## config.mk

```make
export PLATFORM = sky130hd
export DESIGN_NAME = mac_pipe
export DESIGN_NICKNAME = d
export VERILOG_FILES = /design/src/rtl/mac_pipe.sv
export SDC_FILE = /design/constraint.sdc
export NUM_CORES = 1
export LEC_CHECK = 0
export ABC_AREA = 1
export CELL_PAD_IN_SITES_DETAIL_PLACEMENT = 0
export CELL_PAD_IN_SITES_GLOBAL_PLACEMENT = 1
export CORE_MARGIN = 2
export CORE_UTILIZATION = 44
export DETAILED_ROUTE_END_ITERATION = 7
export PLACE_DENSITY = 0.84
export SYNTH_ARGS = -nofsm -noshare
export SYNTH_HDL_FRONTEND = slang
export SYNTH_SLANG_ARGS = --single-unit
```

## constraint.sdc

```tcl
create_clock -name clk -period 5.55 [get_ports clk]
set_input_delay 1.11 -clock clk [delete_from_list [all_inputs] [get_ports clk]]
set_output_delay 1.11 -clock clk [all_outputs]
set_load 0.02 [all_outputs]
```

## src/rtl/mac_pipe.sv

```systemverilog
// Pipelined signed multiply-accumulate: operand register, STAGES product registers, accumulator/result register.
// Optional MAC_SAT_EN: saturating accumulation with a sticky per-accumulation ovf flag (wraps, ovf=0 otherwise).
module mac_pipe #(
    parameter int DATA_W = 8,
    parameter int ACC_W  = 32,
    parameter int STAGES = 2
) (
    input  logic                     clk,
    input  logic                     rst,
    input  logic                     in_valid,
    output logic                     in_ready,
    input  logic signed [DATA_W-1:0] a,
    input  logic signed [DATA_W-1:0] b,
    input  logic                     first,
    input  logic                     last,
    output logic                     out_valid,
    input  logic                     out_ready,
    output logic signed [ACC_W-1:0]  result,
    output logic                     ovf
);
    localparam int PW = 2 * DATA_W;

`ifdef MAC_SAT_EN
    localparam logic signed [ACC_W-1:0] ACC_MAX = {1'b0, {(ACC_W-1){1'b1}}};
    localparam logic signed [ACC_W-1:0] ACC_MIN = {1'b1, {(ACC_W-1){1'b0}}};
    logic [ACC_W:0] sum_w;
`endif

    logic stall;

    logic                     op_vld_q, op_vld_d;
    logic                     op_first_q, op_first_d;
    logic                     op_last_q, op_last_d;
    logic signed [DATA_W-1:0] op_a_q, op_a_d;
    logic signed [DATA_W-1:0] op_b_q, op_b_d;

    logic signed [PW-1:0] a_ext, b_ext, prod;

    logic [STAGES-1:0]         pv_q, pv_d;
    logic [STAGES-1:0]         pf_q, pf_d;
    logic [STAGES-1:0]         pl_q, pl_d;
    logic [STAGES-1:0][PW-1:0] pp_q, pp_d;

    logic                    tail_vld, tail_first, tail_last;
    logic signed [ACC_W-1:0] tail_p, acc_base, acc_next;
    logic                    sat_hit;

    logic signed [ACC_W-1:0] acc_q, acc_d;
    logic                    acc_ovf_q, acc_ovf_d;
    logic signed [ACC_W-1:0] result_q, result_d;
    logic                    out_valid_q, out_valid_d;
    logic                    ovf_q, ovf_d;

    // A result waiting on downstream freezes every stage, so nothing is ever dropped.
    assign stall    = out_valid_q && !out_ready;
    assign in_ready = !stall;

    always_comb begin
        op_vld_d   = op_vld_q;
        op_first_d = op_first_q;
        op_last_d  = op_last_q;
        op_a_d     = op_a_q;
        op_b_d     = op_b_q;
        if (!stall) begin
            op_vld_d   = in_valid;
            op_first_d = first;
            op_last_d  = last;
            op_a_d     = a;
            op_b_d     = b;
        end
    end

    always_comb begin
        a_ext = {{DATA_W{op_a_q[DATA_W-1]}}, op_a_q};
        b_ext = {{DATA_W{op_b_q[DATA_W-1]}}, op_b_q};
        prod  = a_ext * b_ext;
    end

    always_comb begin
        pv_d = pv_q;
        pf_d = pf_q;
        pl_d = pl_q;
        pp_d = pp_q;
        if (!stall) begin
            pv_d[0] = op_vld_q;
            pf_d[0] = op_first_q;
            pl_d[0] = op_last_q;
            pp_d[0] = prod;
            for (int unsigned i = 1; i < STAGES; i++) begin
                pv_d[i] = pv_q[i-1];
                pf_d[i] = pf_q[i-1];
                pl_d[i] = pl_q[i-1];
                pp_d[i] = pp_q[i-1];
            end
        end
    end

    assign tail_vld   = pv_q[STAGES-1];
    assign tail_first = pf_q[STAGES-1];
    assign tail_last  = pl_q[STAGES-1];
    assign tail_p     = ACC_W'($signed(pp_q[STAGES-1]));

    always_comb begin
        acc_base = tail_first ? '0 : acc_q;
`ifdef MAC_SAT_EN
        // One extra bit exposes overflow: top two bits disagree only when the true sum is out of range.
        sum_w   = {acc_base[ACC_W-1], acc_base} + {tail_p[ACC_W-1], tail_p};
        sat_hit = (sum_w[ACC_W] != sum_w[ACC_W-1]);
        if (sat_hit) begin
            acc_next = sum_w[ACC_W] ? ACC_MIN : ACC_MAX;
        end else begin
            acc_next = sum_w[ACC_W-1:0];
        end
`else
        acc_next = acc_base + tail_p;
        sat_hit  = 1'b0;
`endif
    end

    always_comb begin
        acc_d       = acc_q;
        acc_ovf_d   = acc_ovf_q;
        result_d    = result_q;
        ovf_d       = ovf_q;
        out_valid_d = out_valid_q;
        if (!stall) begin
            out_valid_d = tail_vld && tail_last;
            if (tail_vld) begin
                acc_d     = acc_next;
                acc_ovf_d = (tail_first ? 1'b0 : acc_ovf_q) | sat_hit;
                if (tail_last) begin
                    result_d = acc_next;
                    ovf_d    = acc_ovf_d;
                end
            end
        end
    end

    always_ff @(posedge clk) begin
        if (rst) begin
            op_vld_q    <= 1'b0;
            op_first_q  <= 1'b0;
            op_last_q   <= 1'b0;
            op_a_q      <= '0;
            op_b_q      <= '0;
            pv_q        <= '0;
            pf_q        <= '0;
            pl_q        <= '0;
            pp_q        <= '0;
            acc_q       <= '0;
            acc_ovf_q   <= 1'b0;
            result_q    <= '0;
            out_valid_q <= 1'b0;
            ovf_q       <= 1'b0;
        end else begin
            op_vld_q    <= op_vld_d;
            op_first_q  <= op_first_d;
            op_last_q   <= op_last_d;
            op_a_q      <= op_a_d;
            op_b_q      <= op_b_d;
            pv_q        <= pv_d;
            pf_q        <= pf_d;
            pl_q        <= pl_d;
            pp_q        <= pp_d;
            acc_q       <= acc_d;
            acc_ovf_q   <= acc_ovf_d;
            result_q    <= result_d;
            out_valid_q <= out_valid_d;
            ovf_q       <= ovf_d;
        end
    end

    assign out_valid = out_valid_q;
    assign result    = result_q;
    assign ovf       = ovf_q;

endmodule

```

==> metrics <==
CTS tree=yes; I/O Pins=57; Fin. Hold Viols=0; Flop pwr share=37.4%; Hold Path Class=register to register; synthesized flop and latch total=124; clock latency on the worst-skew pair=approximately 430 ps; first-pass GRT wire length=42900 um; CTS Buf Count=17; Starting Density=45.2%; status=finished, final reports clean; maximum vdd drop=between 0.15 and 0.2 mV; Routed WL=roughly 25000 um; antenna viol nets, final=0; slew at the pin closest to its max-slew limit=1010 ps; Nets=approximately 1700; Max Freq=roughly 220 MHz; Distinct cells, synth=31; Slew headroom=32.9%; fin crit share=80.8%; die width=154 um; n_diodes=0; Crit Path Max Fanout=9; Worst Setup Path Type=register to register; P&R area growth vs syn=13.1%; EDFF count, synth=0; Max Clock Skew=17.2 ps; Vias=8857; data required time of the worst path=5870 ps; cell chain of the critical path=nand2_1, fa_1, inv_1, fa_1, inv_1, fa_1, fa_1, inv_1, ha_1, inv_1, nor3_1, o21ai_0, nand3_1, nor2_1, o21bai_1, inv_1; total gr overflow=0; largest net degree at the start of global routing=70; routed len/inst=13.5 um; IO Port Bufs=56; Post-synth top flop=dfxtp_1; Final min period=4480 ps; Comb pwr share=19.5%; Detailed Routing Iterations Pass 1=5; post-synthesis cell area=9930 sq um; synthesized net count=roughly 1700; FP Rows=54; post-CTS sizing=0; FF/Latch Area=2480 sq um; Switching Share=32.7%; DIE HEIGHT=154 um; Pins Over Slew Limit=0; asr flop ratio synth=0%; MaxCap Viol Count=0; Mean Syn Cell Area=6.40 sq um; Core ar.=22000 sq um; initial antenna violation count=0; Post-CTS Setup Repair Bufs=0; CP most frequent cell=inv_1; hpwl dp=19400 um; Lkg Pwr=between 6 and 7 nW; RSZ-0062 raised after global routing=no; Crit path largest cell delay=680 ps; clk buf depth=2; setup TNS=0 ps; final setup fails=0; Pwr per Cell Area=236 nW/um^2; die area=23800 sq um; cells after synthesis=1552; vias in the first global route=8671; CP Launch Type=register; CP max stage cell=fa_1; clock share of power=43.0%; RD Place Congestion=roughly 0.9; overall routing resource usage=22.6%; arrival time at the worst endpoint=4800 ps; Final Power=2.65 mW; clock sinks=124; via/cell ratio=4.73; # H-tree levels=4; Synth Warn #=0; hold_ws=461 ps; filler cell count=2257; register area share after synthesis=roughly 25%; clock-pin slew on the worst setup and hold paths=~60 ps; clock root buffer=clkbuf_16; layout cell share with drive strength beyond 1=4.71%; CTS Hold Buffers Added=0; Int Power=approximately 1.8 mW; area of the multi-input gates=a little under 6000 sq um; Residual DRC=0; Initial DRC Count=between 400 and 500; critical path endpoint category=register; switching power=0.868 mW
power groups by stage:
stage / Combinational [mW] / Clock, mW / Sequential, mW
finish: 0.518 / 1.14 / 0.993
global route: 0.602 / 1.21 / 0.999
CTS: 0.525 / 1.16 / 0.993
detailed placement: 0.521 / 0 / 1.01
global placement: 0.513 / 0 / 1.01
floorplan: 0.408 / 0 / 0.983
area by class of cell:
cell class	count	area share, %
multi-input combinational	1005	51.8
clock inverter	14	1.35
clock buffer	18	3.91
inverter	367	12.3
sequential	124	22.1
timing repair buffer	63	5.42
tap	280	3.12
critical path: cells and delay by family, from the launching register on:
kind	cells	cell delay [ps]
simple gates	4	620
flops	1	500
buf+inv	5	380
fa+ha+maj	5	2610
compound gates	2	270
kinds of logic (layout without fill, tap and decap cells):
group | count (synthesis) | in the layout | synth area share (%)
buf+inv | 423 | 462 | 16.4
xor+xnor | 20 | 20 | 1.76
flops | 124 | 124 | 25.0
compound gates | 172 | 172 | 9.14
fa+ha+maj | 116 | 116 | 18.9
simple gates | 697 | 697 | 28.8
state kept, by name, indices dropped and copies added (netlist names):
signal and cells:
result 32, op_vld_q 1, op_last_q 1, pf_q 2
acc_ovf_q 1, pv_q 2, pp_q 32, pl_q 2
acc_q 32, op_b_q 8, out_valid 1, ovf 1
op_first_q 1, op_a_q 8
per-layer routing:
layer / vias up / global-route usage (%) / part of all wire (%)
met1: 3996 / 28.7 / 47
li1: 4703 / - / -
met2: 119 / 39.4 / 48
met3: 39 / 3.17 / 2.1
met4: 0 / 7.97 / 2.4
met5: - / 0 / 0
placed cells by master (no fill, tap or decap), types with 3 or more instances in the layout:
master,netlist,layout
fa_1,56,56
ha_1,60,60
a21oi_1,68,68
xor2_1,16,16
clkdlybuf4s50_1,0,55
nand2_1,342,342
inv_8,0,4
nand4_1,12,12
nor2_2,8,8
inv_1,363,362
clkinv_4,0,4
nand2_2,12,12
clkbuf_16,0,17
buf_4,0,7
o21bai_1,6,6
o21ai_0,83,83
a21o_1,4,4
or2_2,6,6
nor2_1,218,218
o211ai_1,8,8
nand3_1,84,84
nor3_1,6,6
inv_6,0,3
dfxtp_1,124,124
inv_2,4,5
xnor2_1,4,4
worst paths after layout:
check                                 to  slack [ps]  startpoint  depth (start not counted)
worst max-delay path            pp_q[14]        1070   op_b_q[2]                         16
worst min register to register  acc_q[0]         460    acc_q[0]                          2
worst min-delay path            acc_q[0]         460    acc_q[0]                          2
worst max register to register  pp_q[14]        1070   op_b_q[2]                         16
stage by stage:
| stage | std cells | instance area, sq um | setup slack [ps] | utilization, % |
|---|---|---|---|---|
| after floorplan | 1552 | 9930 | 1370 | - |
| after global placement | 1839 | 10600 | 1200 | 48.4 |
| after detailed placement | 1839 | 10600 | 1110 | 48.4 |
| after CTS | 1871 | 11200 | 1070 | 51.1 |
| after global routing | 1871 | 11200 | 691 | 51.1 |
| final | 1871 | 11200 | 1070 | 51.1 |
cell usage after synthesis, types with 4 or more instances:
cell type,count,share of area [%]
inv_2,4,0.15
buf_2,9,0.45
nand2_2,12,0.76
nand4_1,12,0.76
a21o_1,4,0.30
o21ai_0,83,4.2
o21bai_1,6,0.45
dfxtp_1,124,25
nand2_1,342,13
nor2_1,218,8.2
inv_1,363,14
xor2_1,16,1.4
ha_1,60,7.6
o211ai_1,8,0.60
xnor2_1,4,0.35
buf_6,4,0.45
nand3_1,84,4.2
a21oi_1,68,3.4
or2_2,6,0.38
nor2_2,8,0.50
nor3_1,6,0.30
clkbuf_1,43,1.6
fa_1,56,11
No activity file was read; power rests on OpenSTA's default activity.
